## src/rtl/pulse_burst_sequencer.sv

```systemverilog
// Programmable duty-window sequencer gating the two shifter pulse sources onto
// the analog pins, with a small register port and shadowed timing registers.
module pulse_burst_sequencer #(
    parameter int CW         = 16,
    parameter int PERIOD_RST = 100,
    parameter int HIGH_RST   = 30
) (
    input  logic          wb_clk_i,
    input  logic          wb_rst_ni,
    input  logic          cfg_we_i,
    input  logic [1:0]    cfg_addr_i,
    input  logic [CW-1:0] cfg_wdata_i,
    output logic [CW-1:0] cfg_rdata_o,
    input  logic [1:0]    pulse_in_i,
    output logic [1:0]    pulse_out_o,
    output logic          gate_o,
    output logic          busy_o,
    output logic          done_o,
    output logic          err_o
);

    localparam logic [1:0] A_PERIOD = 2'd0;
    localparam logic [1:0] A_HIGH   = 2'd1;
    localparam logic [1:0] A_BURST  = 2'd2;
    localparam logic [1:0] A_CTRL   = 2'd3;

    typedef enum logic [1:0] {
        S_IDLE = 2'd0,
        S_RUN  = 2'd1,
        S_DONE = 2'd2
    } state_t;

    state_t r_state;
    state_t w_state_next;

    logic [CW-1:0] r_period_sh;
    logic [CW-1:0] r_high_sh;
    logic [CW-1:0] r_burst_sh;
    logic [CW-1:0] r_period;
    logic [CW-1:0] r_high;
    logic [CW-1:0] r_burst;
    logic [1:0]    r_en;
    logic [CW-1:0] r_cnt;
    logic [CW-1:0] r_pcount;
    logic          r_gate;
    logic          r_err;
    logic [1:0]    r_pulse_out;

    logic          w_wr_ctrl;
    logic          w_start;
    logic          w_stop;
    logic          w_clr_err;
    logic          w_last;
    logic          w_burst_hit;
    logic [CW-1:0] w_pcount_inc;
    logic [CW-1:0] w_cnt_next;
    logic [CW-1:0] w_pcount_next;
    logic [CW-1:0] w_high_next;
    logic          w_load;
    logic          w_err_set;
    logic          w_gate_next;
    logic [CW-1:0] w_status;

    // STOP outranks START when both bits arrive in the same CTRL write.
    assign w_wr_ctrl = cfg_we_i && (cfg_addr_i == A_CTRL);
    assign w_start   = w_wr_ctrl && cfg_wdata_i[2] && !cfg_wdata_i[3];
    assign w_stop    = w_wr_ctrl && cfg_wdata_i[3];
    assign w_clr_err = w_wr_ctrl && cfg_wdata_i[4];

    assign w_last       = (r_cnt == r_period - CW'(1));
    assign w_pcount_inc = (&r_pcount) ? r_pcount : r_pcount + CW'(1);
    assign w_burst_hit  = (r_burst != '0) &&
                          (({1'b0, r_pcount} + (CW+1)'(1)) == {1'b0, r_burst});

    // Shadow registers and per-channel enables
    always_ff @(posedge wb_clk_i or negedge wb_rst_ni) begin
        if (!wb_rst_ni) begin
            r_period_sh <= CW'(PERIOD_RST);
            r_high_sh   <= CW'(HIGH_RST);
            r_burst_sh  <= '0;
            r_en        <= 2'b11;
        end else if (cfg_we_i) begin
            case (cfg_addr_i)
                A_PERIOD: r_period_sh <= cfg_wdata_i;
                A_HIGH:   r_high_sh   <= cfg_wdata_i;
                A_BURST:  r_burst_sh  <= cfg_wdata_i;
                default:  r_en        <= cfg_wdata_i[1:0];
            endcase
        end
    end

    always_comb begin
        w_state_next  = r_state;
        w_cnt_next    = r_cnt;
        w_pcount_next = r_pcount;
        w_load        = 1'b0;
        w_err_set     = 1'b0;
        case (r_state)
            S_IDLE: begin
                if (w_start) begin
                    if (r_period_sh == '0) begin
                        w_err_set = 1'b1;
                    end else begin
                        w_load        = 1'b1;
                        w_cnt_next    = '0;
                        w_pcount_next = '0;
                        w_state_next  = S_RUN;
                    end
                end
            end
            S_RUN: begin
                if (w_stop) begin
                    w_cnt_next   = '0;
                    w_state_next = S_IDLE;
                end else if (w_last) begin
                    w_pcount_next = w_pcount_inc;
                    w_cnt_next    = '0;
                    if (w_burst_hit) begin
                        w_state_next = S_DONE;
                    end else begin
                        // Period boundary: pick up any mid-burst shadow changes.
                        w_load = 1'b1;
                        if (r_period_sh == '0) begin
                            w_err_set    = 1'b1;
                            w_state_next = S_IDLE;
                        end
                    end
                end else begin
                    w_cnt_next = r_cnt + CW'(1);
                end
            end
            S_DONE: begin
                w_state_next = S_IDLE;
            end
            default: begin
                w_state_next = S_IDLE;
            end
        endcase
    end

    // Gate is computed from next-cycle values so the register lines up with r_cnt.
    assign w_high_next = w_load ? r_high_sh : r_high;
    assign w_gate_next = (w_state_next == S_RUN) && (w_cnt_next < w_high_next);

    always_ff @(posedge wb_clk_i or negedge wb_rst_ni) begin
        if (!wb_rst_ni) begin
            r_state  <= S_IDLE;
            r_cnt    <= '0;
            r_pcount <= '0;
            r_gate   <= 1'b0;
        end else begin
            r_state  <= w_state_next;
            r_cnt    <= w_cnt_next;
            r_pcount <= w_pcount_next;
            r_gate   <= w_gate_next;
        end
    end

    always_ff @(posedge wb_clk_i or negedge wb_rst_ni) begin
        if (!wb_rst_ni) begin
            r_period <= CW'(PERIOD_RST);
            r_high   <= CW'(HIGH_RST);
            r_burst  <= '0;
        end else if (w_load) begin
            r_period <= r_period_sh;
            r_high   <= r_high_sh;
            r_burst  <= r_burst_sh;
        end
    end

    always_ff @(posedge wb_clk_i or negedge wb_rst_ni) begin
        if (!wb_rst_ni) begin
            r_err <= 1'b0;
        end else if (w_err_set) begin
            r_err <= 1'b1;
        end else if (w_clr_err) begin
            r_err <= 1'b0;
        end
    end

    genvar gi;
    generate
        for (gi = 0; gi < 2; gi++) begin : g_chan
            always_ff @(posedge wb_clk_i or negedge wb_rst_ni) begin
                if (!wb_rst_ni) begin
                    r_pulse_out[gi] <= 1'b0;
                end else begin
                    r_pulse_out[gi] <= r_gate & r_en[gi] & pulse_in_i[gi];
                end
            end
        end
    endgenerate

    // Status word layout assumes CW is at least 16.
    always_comb begin
        w_status        = '0;
        w_status[1:0]   = r_en;
        w_status[2]     = (r_state != S_IDLE);
        w_status[3]     = r_err;
        w_status[15:8]  = r_pcount[7:0];
    end

    always_comb begin
        case (cfg_addr_i)
            A_PERIOD: cfg_rdata_o = r_period_sh;
            A_HIGH:   cfg_rdata_o = r_high_sh;
            A_BURST:  cfg_rdata_o = r_burst_sh;
            default:  cfg_rdata_o = w_status;
        endcase
    end

    assign pulse_out_o = r_pulse_out;
    assign gate_o      = r_gate;
    assign busy_o      = (r_state != S_IDLE);
    assign done_o      = (r_state == S_DONE);
    assign err_o       = r_err;

endmodule

```

## config.mk

```make
export PLATFORM = sky130hd
export DESIGN_NAME = pulse_burst_sequencer
export DESIGN_NICKNAME = d
export VERILOG_FILES = /design/src/rtl/pulse_burst_sequencer.sv
export SDC_FILE = /design/constraint.sdc
export NUM_CORES = 1
export LEC_CHECK = 0
export CAP_MARGIN = 20
export CORE_MARGIN = 1
export CORE_UTILIZATION = 54
export CTS_CLUSTER_SIZE = 10
export DETAILED_ROUTE_END_ITERATION = 10
export HOLD_SLACK_MARGIN = 0.03
export PLACE_DENSITY = 0.87
export SYNTH_ARGS = -nofsm -noshare
export SYNTH_HDL_FRONTEND = slang
export SYNTH_SLANG_ARGS = --single-unit
export TNS_END_PERCENT = 20
```

## constraint.sdc

```tcl
create_clock -name wb_clk_i -period 5.05 [get_ports wb_clk_i]
set_clock_uncertainty 0.05 [all_clocks]
set_input_delay 1.2625 -clock wb_clk_i [delete_from_list [all_inputs] [get_ports wb_clk_i]]
set_output_delay 1.2625 -clock wb_clk_i [all_outputs]
set_load 0.02 [all_outputs]
```

==> metrics.txt, run 1 <==
fin crit share 1.00; antenna-violating nets left 0; Fin. Hold Viols 0; hold depth 1; Post-synth EDFFs 0; Critical Path End Type flop; most frequent cells after synthesis dfrtp_1 (120), mux2_2 (94), o21ai_0 (62); clk_lat worst skew 0.43 ns; Simple-Gate Fraction of Synth Area 0.150; row count 43; CP Max Fanout 4; pins over their slew limit 0; Async SR Flop Fraction 1.00; Distinct cells, synth 65; RSZ-0062 raised after global routing yes; area of the mapped netlist 7750 sq um; via count 6,324; Post-Synthesis Cells 711; gpl congestion 0.981; area of the core 13,900 sq um; failing checks negative setup slack; largest net degree at the start of global routing 95; gr ovfl total 0; gr usage total 0.318; port buffer count 44; Synth Area in Adders 0.0291; number of synthesized register bits 136; Sw Ratio 0.314; largest cells by area after synthesis dfrtp_1 (39%), mux2_2 (14%), dfstp_2 (5.4%); CP Class flop to flop; die area 14,800 sq um; Post-Route WL 22.0 mm; # nets final 816; number of global-route vias before repair 6,388; Critical Path AT 5.35 ns; Post-Synth XOR/XNOR Area 0.0486; clk buf depth 2; multiplexer area fraction after synthesis 0.204; Ys Warns 0; Num Clock Sinks 136; hold-fix buffers at CTS 0; routed len/inst 22.8 um; global-route wire length before repair 34.8 mm; initial DRC count 668; top cell type's share of synthesized area 0.388; min Tclk post-route 5.05 ns; power per cell area 363 nW/um^2; Gate power share 0.227; crit start category flop; Worst-path clk slew 0.06 ns; Worst IR Drop VDD 0.313 mV; combinational family with the most area after synthesis multiplexers; Sw Pwr 1050 uW; die span in x 122 um; antenna violations before repair 0; most frequent cell after synthesis dfrtp_1; share of cells above drive strength 1 0.279; CTS tree yes; Required @ worst endpoint 5.35 ns; status complete, but fails checks; Post-synth top flop dfrtp_1; Detailed Place HPWL 16.0 mm; area growth from synthesis to layout 19.0%; number of vias per cell 6.53; Max Cap Violations 0; Slew @ Worst Pin 1.02 ns; R2R depth 21; relative slew slack 0.318; largest area contributor in the netlist dfrtp_1; Final WS setup -0.00308 ns; CTS Buf Count 17; Die H 122 um; Leak 0.00408 uW; Endpoint, Worst Hold r_high[0]$_DFF_PN0_; FF-to-FF End gate_o$_DFF_PN0_; Initial Utilization 0.556; CTS H-tree lvls 4; clock root buffer clkbuf_16; min-delay src r_high[0]$_DFF_PN0_; drt pass-1 iters 5; fmax 0.198 GHz; # setup viols final 1; Synthesized Nets 752; sequential fraction of the synthesis area 0.442; final core utilization 0.662; Diodes inserted 0; minimum setup slack among reg-to-reg paths -0.003 ns; # DRC 0; Synth Area in Compound Gates 0.100; FF-to-FF Start r_period[1]$_DFFE_PN0P_; synthesized area per cell 10.9 sq um; Min Hold Slack 0.458 ns; cell internal pwr 2290 uW; Flop pwr share 0.422; worst hold path type flop to flop; Clock power frac 0.351; io pins 45; CP Launch Point r_period[1]$_DFFE_PN0P_
==> worst max-delay path, stage by stage (launching register included) <==
cell and delay (ns):
dfrtp_1 0.40, inv_2 0.08, ha_4 0.13, or4b_4 0.47
nand4bb_4 0.22, xnor2_2 0.18, or4_4 0.51, or4_4 0.48
nor2_2 0.10, and3_4 0.21, nor2_4 0.06, buf_12 0.13
mux2i_2 0.15, ha_1 0.33, a21o_1 0.20, a21o_1 0.15
a21o_1 0.16, a21o_1 0.15, a21o_1 0.16, a221o_1 0.31
a31o_2 0.22, a21oi_2 0.11
==> registers in the layout (all words and copies together) (netlist names), 16 cells and up <==
register	cells
r_burst_sh	16
r_burst	16
r_period_sh	16
r_cnt	16
r_high	16
r_high_sh	16
r_pcount	16
r_period	16
==> what timing repair did <==
action / 4_1_cts / 5_1_grt
gates resized for setup: 8 / 7
setup endpoints to repair: 1 / 1
buffers inserted: 5 / 0
pin swaps: 17 / 4
==> routing by layer <==
layer	wire length (um)	GRT usage
met1	9050	0.427
met2	10300	0.504
met3	2070	0.0749
met4	591	0.114
met5	0	0
==> cell type report <==
cell class / count / area (sq um)
inverters: 6 / 22.5
fillers: 1016 / 4710
multi-input cells: 529 / 4220
flip-flops and latches: 136 / 3420
repair buffers: 85 / 778
clock inverters: 15 / 130
well taps: 180 / 225
clock buffers: 17 / 425
==> cells by family (layout without fill, tap and decap cells) <==
family	count (synthesis)	in the layout
AND/OR/NAND/NOR	212	212
flip-flops	136	136
multiplexers	131	131
AO/OA/AOI/OAI	125	125
buffers and inverters	46	123
XOR/XNOR	43	43
adder cells (fa/ha/maj)	18	18
==> power groups by stage <==
stage,Combinational [uW],Clock [uW],Sequential (uW)
finish,758,1170,1410
floorplan,494,0,1340
global placement,685,0,1410
detailed placement,721,0,1420
CTS,738,1180,1400
global route,820,1220,1430
==> how the worst max path moves through the flow <==
stage                  endpoint  slack (ns)  depth (start not counted)
6_report       gate_o$_DFF_PN0_      -0.003                         21
5_1_grt        gate_o$_DFF_PN0_       -0.14                         21
4_1_cts        gate_o$_DFF_PN0_       -0.03                         22
3_5_place_dp   gate_o$_DFF_PN0_       -0.09                         16
3_3_place_gp   gate_o$_DFF_PN0_        0.08                         16
2_1_floorplan  gate_o$_DFF_PN0_        0.02                         22
==> placed cells by master (no fill, tap or decap), drive strengths merged, types with 17 or more instances in the layout <==
| cell | netlist | layout |
|---|---|---|
| xnor2 | 27 | 27 |
| nand4 | 17 | 17 |
| nand3 | 30 | 30 |
| buf | 12 | 42 |
| ha | 18 | 18 |
| nor4 | 18 | 18 |
| nor2 | 33 | 33 |
| clkbuf | 28 | 17 |
| mux2i | 21 | 21 |
| clkdlybuf4s50 | 0 | 43 |
| mux2 | 98 | 98 |
| and3 | 20 | 20 |
| o21ai | 63 | 63 |
| dfrtp | 120 | 120 |
| nand2 | 44 | 44 |
==> metrics by stage <==
step | cells | setup WS [ns] | TNS [ns] | total power (uW) | area, sq um
2_1_floorplan | 711 | 0.0170 | 0 | 1830 | 7780
3_3_place_gp | 931 | 0.0777 | 0 | 2090 | 8570
3_5_place_dp | 931 | -0.0929 | -0.0929 | 2140 | 8570
4_1_cts | 968 | -0.0326 | -0.0326 | 3320 | 9190
5_1_grt | 968 | -0.136 | -0.136 | 3470 | 9220
6_report | 968 | -0.00308 | -0.00308 | 3350 | 9220
Power figures use the tool's default switching activity.
==> inputs of run 2 (changes only) <==
--- a/config.mk
+++ b/config.mk
@@ -8,6 +8,7 @@
 export CAP_MARGIN = 20
 export CORE_MARGIN = 1
 export CORE_UTILIZATION = 54
+export CTS_CLUSTER_DIAMETER = 150
 export CTS_CLUSTER_SIZE = 10
 export DETAILED_ROUTE_END_ITERATION = 10
 export HOLD_SLACK_MARGIN = 0.03
==> results of run 2 <==
No change in the layout: final DEF, timing and power equal those of run 1.
==> inputs of run 3 (changes only) <==
--- a/config.mk
+++ b/config.mk
@@ -6,6 +6,7 @@
 export NUM_CORES = 1
 export LEC_CHECK = 0
 export CAP_MARGIN = 20
+export CORE_ASPECT_RATIO = 1.75
 export CORE_MARGIN = 1
 export CORE_UTILIZATION = 54
 export CTS_CLUSTER_DIAMETER = 150
==> run 3 against run 2 <==
  * The run now ends clean
  * Global-route usage is 1.7 points higher
  * Non-clock buffer count is 6 higher
  * Die area is 0.12% higher
  * Sequential share of layout area is 0.52 points lower
  * Wire length rose by 6.1%
  * Count of clock-buffer cells in the layout is 1 higher
  * Flip-flop and latch count stayed put
  * Total power grew 8.5%
  * Via count up 2.4%
  * Combinational power up 3.8%
  * Sequential power about the same
  * Final area grew 1.4%
  * Highest routed layer unchanged
==> metrics.txt, run 3 (synthesis results as in run 1) <==
Num Clock Sinks 136 (unchanged); gpl congestion 0.946 (was 0.981); final core utilization 0.669 (was 0.662); clk_lat worst skew 0.42 ns (was 0.43 ns); Critical Path AT 5.32 ns (was 5.35 ns); global-route wire length before repair 37.3 mm (was 34.8 mm); gr usage total 0.335 (was 0.318); clock root buffer clkbuf_16 (unchanged); antenna-violating nets left 0 (unchanged); min Tclk post-route 5.02 ns (was 5.05 ns); largest net degree at the start of global routing 104 (was 95); initial DRC count 615 (was 668); Post-Route WL 23.4 mm (was 22.0 mm); Inst Count DP 934 (was 931); CP Class flop to flop (unchanged); row count 57 (was 43); crit start category flop (unchanged); fmax 0.199 GHz (was 0.198 GHz); CTS Buf Count 17 (unchanged); commonest non-fill, non-tap cells in the layout dfrtp_1 (120), mux2_2 (94), o21ai_0 (60) (unchanged); Leak 0.00416 uW (was 0.00408 uW); via count 6,474 (was 6,324); Max Cap Violations 0 (unchanged); Detailed Place HPWL 16.5 mm (was 16.0 mm); Worst IR Drop VDD 0.263 mV (was 0.313 mV); worst hold path type flop to flop (unchanged); Die H 160 um (was 122 um); antenna violations before repair 0 (unchanged); Min Hold Slack 0.472 ns (was 0.458 ns); Worst path max stage delay 0.52 ns (was 0.51 ns); Initial Utilization 0.554 (was 0.556); CTS tree yes (unchanged); Slew @ Worst Pin 1.05 ns (was 1.02 ns); Top Family by Delay on Critical Path simple AND/OR/NAND/NOR gates (unchanged); share of cells above drive strength 1 0.280 (was 0.279); gr ovfl total 0 (unchanged); CP Max Fanout 5 (was 4); Required @ worst endpoint 5.35 ns (about the same); RSZ-0062 raised after global routing yes (unchanged); register area 3420 sq um (unchanged); most used cell, CP a21o_1 (unchanged); die area 14,900 sq um (was 14,800 sq um); port buffer count 44 (unchanged); Setup TNS 0 ns (was -0.00308 ns); # nets final 822 (was 816); FILL cells 1,023 (was 1,016); most common cell after layout, fill and taps aside dfrtp_1 (unchanged); area of the core 14,000 sq um (was 13,900 sq um); crit path buf inv count 1 (was 2); Fin. Hold Viols 0 (unchanged); Worst-path clk slew 0.06 ns (about the same); # DRC 0 (unchanged); status finished clean (was complete, but fails checks); power per cell area 388 nW/um^2 (was 363 nW/um^2); pins over their slew limit 0 (unchanged); final non-filler cell total 971 (was 968); number of vias per cell 6.67 (was 6.53); area of the multi-input gates 4200 sq um (was 4220 sq um); Slowest cell on crit path or4_1 (was or4_4); # setup viols final 0 (was 1); routed len/inst 24.1 um (was 22.8 um); clk buf depth 2 (unchanged); area growth from synthesis to layout 20.7% (was 19.0%); CTS H-tree lvls 4 (unchanged); fin area 9350 sq um (was 9220 sq um); Critical Path End Type flop (unchanged); io pins 45 (unchanged); relative slew slack 0.296 (was 0.318); fin crit share 0.995 (was 1.00); drt pass-1 iters 5 (unchanged); number of global-route vias before repair 6,841 (was 6,388); Diodes inserted 0 (unchanged); die span in x 92.6 um (was 122 um); DP Area 8590 sq um (was 8570 sq um); CP Cell Sequence inv_2 -> ha_4 -> or4b_4 -> nand4bb_4 -> xnor2_2 -> or4_1 -> or4_4 -> nor2_2 -> and3_4 -> nor2_4 -> mux2i_1 -> ha_1 -> a21o_1 -> a21o_1 -> a21o_1 -> a21o_1 -> a21o_1 -> a21o_1 -> a221o_1 -> a31o_2 -> a21oi_2 (was inv_2 -> ha_4 -> or4b_4 -> nand4bb_4 -> xnor2_2 -> or4_4 -> or4_4 -> nor2_2 -> and3_4 -> nor2_4 -> buf_12 -> mux2i_2 -> ha_1 -> a21o_1 -> a21o_1 -> a21o_1 -> a21o_1 -> a21o_1 -> a221o_1 -> a31o_2 -> a21oi_2)
[run 3: changes by cell type in the layout (fill, tap and decap cells not counted), sizes merged]
cell,previous run,this run
buf,42,48
bufinv,1,6
clkbuf,17,18
clkinv,10,6
clkinvlp,2,0
[run 3: what timing repair did]
action	in CTS	in global routing
buffers inserted	3	2
hold buffers	0	0
gates resized for setup	5	8
pin swaps	15	3
setup endpoints to repair	1	1
[run 3: worst reg2reg max path, cell delays in order, from the launching register on]
cell	delay (ns)
dfrtp_1	0.38
inv_2	0.08
ha_4	0.13
or4b_4	0.47
nand4bb_4	0.22
xnor2_2	0.16
or4_1	0.52
or4_4	0.47
nor2_2	0.12
and3_4	0.21
nor2_4	0.07
mux2i_1	0.19
ha_1	0.28
a21o_1	0.17
a21o_1	0.16
a21o_1	0.16
a21o_1	0.16
a21o_1	0.15
a21o_1	0.15
a221o_1	0.32
a31o_2	0.22
a21oi_2	0.09
[run 3: area by class of cell]
class / count / share of cell area
Clock inverter: 14 / 0.0264
Tap cell: 177 / 0.0237
Multi-Input combinational cell: 529 / 0.449
Inverter: 6 / 0.00241
Clock buffer: 18 / 0.0459
Sequential cell: 136 / 0.366
Timing Repair Buffer: 91 / 0.0862
[run 3: metal layers]
metal | share of wire | track usage
met1 | 0.34 | 0.343
met2 | 0.54 | 0.589
met3 | 0.049 | 0.0663
met4 | 0.074 | 0.253
met5 | 0 | 0
[run 3: path summary, 6_finish.rpt]
kind	startpoint	to	slack, ns	cells after the start
hold reg to reg	r_high[5]$_DFF_PN0_	r_high[5]$_DFF_PN0_	0.47	1
hold / removal	r_high[5]$_DFF_PN0_	r_high[5]$_DFF_PN0_	0.47	1
max in group asynchronous	wb_rst_ni	r_period[5]$_DFFE_PN1P_	3.04	2
setup / recovery	r_period[0]$_DFFE_PN0P_	gate_o$_DFF_PN0_	0.03	21
min in group asynchronous	wb_rst_ni	r_burst_sh[6]$_DFFE_PN0P_	0.89	1
setup reg to reg	r_period[0]$_DFFE_PN0P_	gate_o$_DFF_PN0_	0.03	21
[run 3: power by group]
group	internal (uW)	switching [uW]	total (uW)
Clock	933	500	1430
Sequential	1230	179	1410
Combinational	394	393	787
[run 3: through the flow]
stage,total power [uW],worst slack [ns]
2_1_floorplan,1830,0.0170
4_1_cts,3610,-0.0219
3_5_place_dp,2150,-0.0313
3_3_place_gp,2110,0.118
5_1_grt,3760,-0.0721
6_report,3630,0.0252
